### src/rtl/oam_dma.sv
// Sprite DMA: snoops CPU writes to $4014, stalls the CPU and copies page $XX00-$XXFF to $2004.
// All other CPU bus traffic passes straight through while idle.
module oam_dma (
  input  logic        clk,
  input  logic        reset,
  input  logic        ce,
  input  logic [15:0] cpu_aout,
  input  logic [7:0]  cpu_dout,
  input  logic        cpu_mr,
  input  logic        cpu_mw,
  output logic        cpu_ce,
  output logic [15:0] bus_addr,
  output logic [7:0]  bus_dout,
  output logic        bus_mr,
  output logic        bus_mw,
  input  logic [7:0]  bus_din,
  output logic        busy
);

  typedef enum logic [2:0] {
    S_IDLE,
    S_HALT,
    S_ALIGN,
    S_READ,
    S_WRITE
  } state_t;

  state_t     state_q, state_d;
  logic [7:0] page_q, page_d;
  logic [7:0] idx_q, idx_d;
  logic [7:0] data_q, data_d;
  logic       phase_q, phase_d;

  always_ff @(posedge clk) begin
    if (reset) begin
      state_q <= S_IDLE;
      page_q  <= 8'h00;
      idx_q   <= 8'h00;
      data_q  <= 8'h00;
      phase_q <= 1'b0;
    end else if (ce) begin
      state_q <= state_d;
      page_q  <= page_d;
      idx_q   <= idx_d;
      data_q  <= data_d;
      phase_q <= phase_d;
    end
  end

  always_comb begin
    state_d  = state_q;
    page_d   = page_q;
    idx_d    = idx_q;
    data_d   = data_q;
    phase_d  = ~phase_q;
    busy     = (state_q != S_IDLE);
    cpu_ce   = ce & ~busy;
    bus_addr = cpu_aout;
    bus_dout = cpu_dout;
    bus_mr   = 1'b0;
    bus_mw   = 1'b0;
    case (state_q)
      S_IDLE: begin
        bus_mr = cpu_mr;
        bus_mw = cpu_mw;
        // The triggering write itself still reaches the bus.
        if (cpu_mw && (cpu_aout == 16'h4014)) begin
          page_d  = cpu_dout;
          idx_d   = 8'h00;
          state_d = S_HALT;
        end
      end
      // Every READ must land on phase 0; ALIGN burns a cycle when needed.
      S_HALT:  state_d = phase_q ? S_READ : S_ALIGN;
      S_ALIGN: state_d = S_READ;
      S_READ: begin
        bus_addr = {page_q, idx_q};
        bus_mr   = 1'b1;
        data_d   = bus_din;
        state_d  = S_WRITE;
      end
      S_WRITE: begin
        bus_addr = 16'h2004;
        bus_dout = data_q;
        bus_mw   = 1'b1;
        if (idx_q == 8'hFF) begin
          state_d = S_IDLE;
        end else begin
          idx_d   = idx_q + 8'd1;
          state_d = S_READ;
        end
      end
      default: state_d = S_IDLE;
    endcase
  end

endmodule
### config.mk
export PLATFORM = sky130hd
export DESIGN_NAME = oam_dma
export DESIGN_NICKNAME = d
export VERILOG_FILES = /design/src/rtl/oam_dma.sv
export SDC_FILE = /design/constraint.sdc
export NUM_CORES = 1
export LEC_CHECK = 0
export BUFFER_PORTS_ARGS = -buffer_cell sky130_fd_sc_hd__buf_4
export CORE_MARGIN = 2
export CORE_UTILIZATION = 35
export DETAILED_ROUTE_END_ITERATION = 10
export HOLD_SLACK_MARGIN = 0.03
export PLACE_DENSITY = 0.62
export SETUP_SLACK_MARGIN = 0.2
export SLEW_MARGIN = 10
export SYNTH_ARGS = -nofsm -noshare
export SYNTH_HDL_FRONTEND = slang
export SYNTH_SLANG_ARGS = --single-unit
### constraint.sdc
create_clock -name clk -period 1.9 [get_ports clk]
set_input_delay 0.285 -clock clk [delete_from_list [all_inputs] [get_ports clk]]
set_output_delay 0.285 -clock clk [all_outputs]
set_load 0.005 [all_outputs]
==> results of run 1 <==
[cells by family after synthesis]
family                   Yosys count
AND/OR/NAND/NOR                   98
adder cells (fa/ha/maj)            1
flip-flops                        28
XOR/XNOR                           1
buffers and inverters             17
multiplexers                      12
AO/OA/AOI/OAI                     47
[metrics by stage]
step                      instances  total power, mW  cell area [µm²]  setup slack (ps)
after floorplan                 204           0.6572             1589             267.8
after global placement          320           0.7801             2173             9.046
after detailed placement        320           0.7798             2173            -10.52
after CTS                       337            1.159             2441             134.3
after global routing            344            1.188             2550             51.54
final                           344            1.150             2550             96.55
[final cells by class]
| type | instances | area [µm²] |
|---|---|---|
| clock buffer | 4 | 55.05 |
| fill | 414 | 1804 |
| inverter | 5 | 21.27 |
| multi-input combinational | 160 | 1031 |
| sequential | 28 | 574.3 |
| tap | 52 | 65.06 |
| timing repair buffer | 95 | 803.3 |
[report_power, final]
| part | switching, mW | internal (mW) |
|---|---|---|
| combinational | 0.0694 | 0.112 |
| clock | 0.196 | 0.186 |
| sequential | 0.00172 | 0.585 |
[routing by layer]
layer	vias to the layer above	part of all wire
li1	894	-
met1	840	0.43
met2	61	0.48
met3	5	0.075
met4	0	0.0087
met5	-	0
[placed cells by master (no fill, tap or decap), types with 2 or more instances in the layout]
cell type  count
dfxtp_1       23
nor4_1         3
nor2_4         3
nand4_1        2
o21ai_2        2
a311oi_1       3
dfxtp_4        3
inv_1          2
dfxtp_2        2
o21ai_0        3
buf_6         14
nor3b_4        2
nor2_1        21
a22o_1        13
nor3_4         2
o211a_1        2
nor3_1         4
clkbuf_8       4
buf_4         77
nand2_2        3
inv_2          2
nand2_1       48
o211ai_1       2
a21oi_1       15
mux2i_1       11
nand3_1        4
[worst max-delay path: cells and delay by family (launching register included)]
family                 cells  cell delay, ps
AND/OR/NAND/NOR            2             270
AO/OA/AOI/OAI              1             210
flip-flops                 1             400
buffers and inverters      3             350
[repair_timing]
action	CTS	global route
gates resized for setup	28	22
buffers inserted	10	6
gates cloned	3	1
setup endpoints to repair	47	50
pin swaps	6	10
[how the worst max path moves through the flow]
stage | cells past startpoint | start | end | slack (ps)
after floorplan | 6 | idx_q[0]$_SDFFE_PP0P_ | idx_q[0]$_SDFFE_PP0P_ | 270
after global placement | 4 | state_q[0]$_SDFFE_PP0P_ | bus_addr[15] | 9
after detailed placement | 4 | state_q[0]$_SDFFE_PP0P_ | bus_addr[15] | -10
after CTS | 6 | state_q[1]$_SDFFE_PP0P_ | bus_addr[15] | 130
after global routing | 6 | state_q[1]$_SDFFE_PP0P_ | bus_addr[8] | 50
final | 6 | state_q[1]$_SDFFE_PP0P_ | bus_addr[15] | 100
[flip-flops by register name, summed over array words and instances (netlist names)]
register,flops
data_q,8
idx_q,8
page_q,8
phase_q,1
state_q,3
==> qor.csv, run 1 <==
metric,value,unit
status,finished clean,
r2r setup slk,250,ps
Netlist cell types,38,
Tcrit/Tclk final,0.9492,
layout cell share with drive strength beyond 1,0.4418,
Routed WL,5.396,mm
Hold Path Cell Cnt,3,
H-tree depth,1,
first-pass GRT wire length,8.521,mm
post-route minimum period,1803,ps
Fin. Hold Viols,0,
crit path cell chain,inv_4 > nor3b_4 > buf_6 > nor2_4 > a22o_2 > buf_4,
antenna cells,0,
fin util,0.5856,
GR peak layer,met2,
Worst Reg-to-Reg Cells,7,
Area Growth Syn to Fin,60.47,%
FF-to-FF End,idx_q[6]$_SDFFE_PP0P_,
post-route ant nets,0,
startpoint types,register,
Die ar.,5095,µm²
Peak VDD IR,269.0,µV
"Data arrival, critical path",1520,ps
total track usage,0.2121,
Slew headroom,0.7659,
number of buffers created by CTS,3,
Synth Area in Adders,0.007874,
Max Slew Vio Count,0,
worst hold margin,240.8,ps
multiplexer share of the synthesized area,0.07638,
clock latency on the worst-skew pair,280,ps
largest family of logic cells by synthesized area,simple AND/OR/NAND/NOR gates,
met1 Use GR,0.2719,
clk slew on worst S/H paths,100,ps
Cells after Synth,204,
slowest CP cell,dfxtp_4,
RSZ-0062 raised after global routing,yes,
DR pass1 iterations,4,
"top cells by count, synth","nand2_1, dfxtp_1, nor2_1",
initial antenna violation count,0,
register area share after synthesis,0.3528,
Fmax,0.5545,GHz
setup violators final,0,
Synth area leaders,"dfxtp_1, nand2_1, a22o_1",
Initial DRC Count,91,
syn_area_per_cell,7.789,µm²
async set-reset flop share out of synthesis,0,
setup TNS,0,ps
worst slew pin tran,347.9,ps
# rows,24,
"count leader, synth",nand2_1,
core box area,4354,µm²
hpwl dp,3.460,mm
HP Class,primary input to register,
WHS Endpoint,data_q[7]$_SDFFE_PP0P_,
clk sinks,28,
post-synth top area share,0.3528,
CTS tree,yes,
Root Buffer,clkbuf_8,
number of synthesized register bits,28,
"EDFF count, synth",0,
vias in the first global route,1738,
Initial Util,0.3649,
I/O Pins,65,
Netlist Area Pre-Place,1589,µm²
met3 usage,0.04360,
fin nets,331,
Synth Area in Compound Gates,0.2126,
CP Capture Type,output port,
Yosys top cell by area,dfxtp_1,
delay of the slowest cell on the worst path,400,ps
yosys warns,0,
syn_nets,242,
global route overflow,0,
die width,71.38,µm
FF-to-FF Start,state_q[0]$_SDFFE_PP0P_,
Fin Clk Skew,5.442,ps
largest net degree at the start of global routing,29,
dominant synthesized flop cell,dfxtp_1,
hold path start,bus_din[7],
CP Class,register to output port,
RePlAce Congestion,0.7598,
Synth Area in XOR/XNOR,0.005512,
Port Buffers,64,
WL per Instance,15.69,µm
MaxCap Viol Count,0,
crit path max fanout,7,
Vias/cell,5.233,
DR DRC count,0,
Pwr Density,450.9,nW/µm²
Post-CTS Hold Fix Bufs,0,
vias post-DR,1800,
P_leak,1.138,nW
clk buf depth,2,
die height,71.38,µm
Post-Synth Simple-Gate Area,0.3008,
M2 GR Usage,0.3611,
worst path required time,1620,ps
Power figures use the tool's default switching activity.
==> run 2: changes to the inputs <==
CELL_PAD_IN_SITES_DETAIL_PLACEMENT = 2   (was default)
CELL_PAD_IN_SITES_GLOBAL_PLACEMENT = 2   (was default)
CORE_UTILIZATION = 26   (was 35)
PLACE_DENSITY = 0.81   (was 0.62)
==> run 2 against run 1 <==
Compared with the run above: the run now ends with negative setup slack left; largest power group unchanged; core utilization shrank 12 points; critical path depth grew 1; first-iteration DRC count fell by 8.8%.
==> qor.csv, run 2 (synthesis gave the netlist of run 1 again) <==
metric,value,unit
status,finished with violations,
violated checks,negative setup slack,
Tcrit/Tclk final,1.023,
antenna cells,0,
Finished Layout Cells,369,
"commonest non-fill, non-tap cells in the layout","buf_4, nand2_1, dfxtp_1",
Die ar.,6753,µm²
largest registers,"data_q (8), idx_q (8), page_q (8)",
HP Class,primary input to register,
clk buf depth,2,
Port Buffers,64,
CP Capture Type,output port,
Fmax,0.5146,GHz
# rows,28,
DR pass1 iterations,4,
CTS tree,yes,
RSZ-0062 raised after global routing,yes,
core box area,5921,µm²
I/O Pins,65,
setup violators final,2,
"Data arrival, critical path",1660,ps
vias post-DR,2002,
MaxCap Viol Count,0,
layout cell share with drive strength beyond 1,0.5204,
Initial Util,0.2684,
DR DRC count,0,
first-pass GRT wire length,11.36,mm
Post-CTS Hold Fix Bufs,0,
H-tree depth,1,
startpoint types,register,
worst slew pin tran,408.3,ps
clk sinks,28,
Pwr Density,434.1,nW/µm²
Peak VDD IR,276.5,µV
PnR Total Power,1.194,mW
P_leak,1.203,nW
post-route ant nets,0,
"commonest non-fill, non-tap cell in the layout",buf_4,
Max Slew Vio Count,0,
hpwl dp,4.655,mm
clock latency on the worst-skew pair,290,ps
initial antenna violation count,0,
Fin. Hold Viols,0,
Initial DRC Count,83,
clk slew on worst S/H paths,110,ps
Area Growth Syn to Fin,73.15,%
placed inst area,2195,µm²
die width,82.18,µm
global route overflow,0,
largest net degree at the start of global routing,29,
placed cells,342,
Routed WL,8.570,mm
post-route minimum period,1943,ps
Fin Clk Skew,2.606,ps
setup TNS,-49.63,ps
worst path required time,1620,ps
Root Buffer,clkbuf_8,
total track usage,0.2300,
Vias/cell,5.425,
fin nets,333,
crit path max fanout,7,
die height,82.18,µm
number of buffers created by CTS,3,
Slew headroom,0.7255,
RePlAce Congestion,0.7251,
final setup margin,-43.42,ps
CP Class,register to output port,
WL per Instance,23.22,µm
Final Cell Area,2751,µm²
vias in the first global route,2081,
## run 2: power by group
group | leakage [nW] | switching (mW) | internal, mW
Sequential | 0.229 | 0.00197 | 0.583
Combinational | 0.944 | 0.0883 | 0.119
Clock | 0.0288 | 0.215 | 0.187
Total | 1.20 | 0.305 | 0.889
## run 2: worst paths after layout
path / startpoint / endpoint / slack, ps / cells past startpoint
worst max register to register: state_q[1]$_SDFFE_PP0P_ / idx_q[7]$_SDFFE_PP0P_ / 40 / 9
worst max-delay path: state_q[1]$_SDFFE_PP0P_ / bus_addr[2] / -40 / 7
worst min-delay path: bus_din[5] / data_q[5]$_SDFFE_PP0P_ / 230 / 3
worst min register to register: data_q[6]$_SDFFE_PP0P_ / data_q[6]$_SDFFE_PP0P_ / 470 / 2
## run 2: final cells by class
class                   instances  area [µm²]
clock buffers                   4       55.05
fillers                       640        3169
inverters                       5       21.27
multi-input cells             162        1176
flip-flops and latches         28       576.8
well taps                      75       93.84
repair buffers                 95       828.3
## run 2: routing by layer
metal | routed length (µm) | part of all wire | GRT usage | vias up
met5 | 0 | 0 | 0 | -
met4 | 201 | 0.023 | 0.07667 | 0
met3 | 439 | 0.051 | 0.04348 | 15
met2 | 4519 | 0.53 | 0.4089 | 83
met1 | 3408 | 0.40 | 0.2773 | 1001
li1 | - | - | - | 903
## run 2: critical path, cell delays in order (launching register included)
cell and delay [ps]:
dfxtp_4 370, buf_6 120, nor3b_4 230, buf_6 150, buf_12 140, nor2_2 40
o21ai_1 170, buf_4 150
## run 2: timing repair
item,in CTS,in global routing
buffers inserted,13,6
setup endpoints to repair,42,51
gates resized for setup,35,63
cloned,3,1
pin swaps,12,23
## run 2: through the flow
stage / setup WS, ps / hold WS (ps) / util
floorplan: 267.8 / 421.0 / -
finish: -43.42 / 230.7 / 0.4647
CTS: 76.89 / 225.8 / 0.4197
detailed placement: -171.5 / 452.8 / 0.3707
global route: -100.3 / 229.1 / 0.4647
global placement: -85.23 / 444.4 / 0.3707
==> run 3: changes to the inputs <==
CORE_ASPECT_RATIO = 1.2   (was default)
==> run 3 against run 2 <==
Compared with the run above: the flow now finishes without violations; via count down 5.2%; flip-flop and latch count is the same; setup slack better by 81 ps; sequential share of layout area up 0.73 points; highest routed layer unchanged.
==> qor.csv, run 3 (synthesis gave the netlist of run 1 again) <==
metric,value,unit
vias in the first global route,1986,
RSZ-0062 raised after global routing,yes,
slowest CP cell,dfxtp_2,
post-route ant nets,0,
Initial DRC Count,61,
CP Capture Type,output port,
area occupied by multi-input gates,1101,µm²
RePlAce Congestion,0.7601,
FF-to-FF End,idx_q[6]$_SDFFE_PP0P_,
Sw Pwr,284.4,µW
Pwr Density,433.0,nW/µm²
Clock power frac,0.309,
core box area,5973,µm²
hpwl dp,4.550,mm
post-route minimum period,1862,ps
"commonest non-fill, non-tap cell in the layout",buf_4,
setup TNS,0,ps
Buf/Inv on CP,2,
global route overflow,0,
fin util,0.4374,
hold path start,bus_din[1],
r2r setup slk,140,ps
startpoint types,register,
Area Growth Syn to Fin,64.41,%
crit path cell chain,inv_1 > nor3b_4 > nor2_4 > a22o_2 > buf_4,
vias post-DR,1897,
Worst Reg-to-Reg Cells,8,
initial antenna violation count,0,
# fillers,704,
die width,75.37,µm
Peak VDD IR,224.1,µV
Die ar.,6756,µm²
total track usage,0.1911,
clk buf depth,2,
clk sinks,28,
FF-to-FF Start,idx_q[0]$_SDFFE_PP0P_,
H-tree depth,1,
largest net degree at the start of global routing,29,
fin nets,326,
Port Buffers,64,
number of buffers created by CTS,3,
Initial Util,0.2660,
register area,566.8,µm²
P_leak,1.167,nW
Fmax,0.5370,GHz
HP Class,primary input to register,
worst slew pin tran,606.3,ps
Vias/cell,5.155,
clk slew on worst S/H paths,100,ps
Net Sw Frac,0.2514,
crit path max fanout,14,
largest registers,"data_q (8), idx_q (8), page_q (8)",
Post-Place Worst Slack,-116.2,ps
Pint,846.7,µW
Root Buffer,clkbuf_8,
Routed WL,7.047,mm
Slew headroom,0.5921,
Fin. Hold Viols,0,
"Data arrival, critical path",1580,ps
WL per Instance,19.15,µm
Reg power frac,0.522,
setup violators final,0,
DR DRC count,0,
Hold Path Cell Cnt,3,
Logic pwr share,0.169,
Max Slew Vio Count,0,
MaxCap Viol Count,0,
CP Class,register to output port,
antenna cells,0,
delay of the slowest cell on the worst path,360,ps
Tcrit/Tclk final,0.9801,
clock latency on the worst-skew pair,280,ps
WHS Endpoint,data_q[1]$_SDFFE_PP0P_,
Post-CTS Hold Fix Bufs,0,
I/O Pins,65,
status,finished clean,
DR pass1 iterations,4,
Fin Clk Skew,5.034,ps
CTS tree,yes,
# rows,31,
first-pass GRT wire length,9.880,mm
layout cell share with drive strength beyond 1,0.4755,
Top delay family on crit path,simple AND/OR/NAND/NOR gates,
"commonest non-fill, non-tap cells in the layout","buf_4, nand2_1, dfxtp_1",
die height,89.64,µm
worst path required time,1620,ps
final setup margin,37.80,ps
run 3: cell count changes in the layout (fill, tap and decap cells not counted), sizes merged:
| cell | delta |
|---|---|
| buf | -5 |
| clkbuf | -1 |
| nor2 | -1 |
| o21ai | -1 |
run 3: final cells by class:
type / instances / share of cell area
Tap cell: 82 / 0.03927
Clock buffer: 3 / 0.01580
Multi-Input combinational cell: 160 / 0.4215
Inverter: 5 / 0.007184
Timing Repair Buffer: 90 / 0.2993
Sequential cell: 28 / 0.2170
run 3: worst max path at each step:
stage	endpoint	slack, ps	cells after the start	start
2_1_floorplan	idx_q[0]$_SDFFE_PP0P_	270	6	idx_q[0]$_SDFFE_PP0P_
3_3_place_gp	bus_addr[5]	-140	5	state_q[1]$_SDFFE_PP0P_
3_5_place_dp	bus_addr[5]	-120	5	state_q[0]$_SDFFE_PP0P_
4_1_cts	bus_dout[4]	60	7	state_q[0]$_SDFFE_PP0P_
5_1_grt	bus_addr[15]	-40	5	state_q[1]$_SDFFE_PP0P_
6_report	bus_addr[15]	40	5	state_q[1]$_SDFFE_PP0P_
run 3: power groups by stage:
stage / sequential, mW / clock (mW) / combinational, mW
global placement: 0.604 / 0 / 0.177
detailed placement: 0.604 / 0 / 0.179
finish: 0.591 / 0.349 / 0.191
global route: 0.591 / 0.379 / 0.207
CTS: 0.591 / 0.355 / 0.183
floorplan: 0.604 / 0 / 0.0534
run 3: timing repair:
item	in CTS	in global routing
resized for setup	27	37
cloned	0	1
pin swaps	9	16
setup buffers	8	6
setup endpoints to repair	42	52
run 3: metal layers:
metal	wire, µm	vias to the layer above	share of wire	GRT usage
li1	-	878	-	-
met1	2922	953	0.41	0.2266
met2	3701	58	0.53	0.3565
met3	351	8	0.050	0.03683
met4	73	0	0.010	0.03349
met5	0	-	0	0
run 3: worst reg2reg max path: stages (launching register included):
cell,delay [ps]
dfxtp_2,400
ha_1,220
nand3_1,180
o211ai_4,250
o21ai_2,80
buf_6,140
buf_4,140
a21bo_4,200
a21oi_2,100
run 3: stage by stage:
stage | std cells | power, mW | area (µm²) | hold WS [ps]
3_3_place_gp | 350 | 0.7811 | 2223 | 443.1
4_1_cts | 361 | 1.128 | 2419 | 235.0
2_1_floorplan | 204 | 0.6572 | 1589 | 421.0
5_1_grt | 368 | 1.178 | 2613 | 243.1
3_5_place_dp | 350 | 0.7830 | 2223 | 454.6
6_report | 368 | 1.131 | 2613 | 234.6
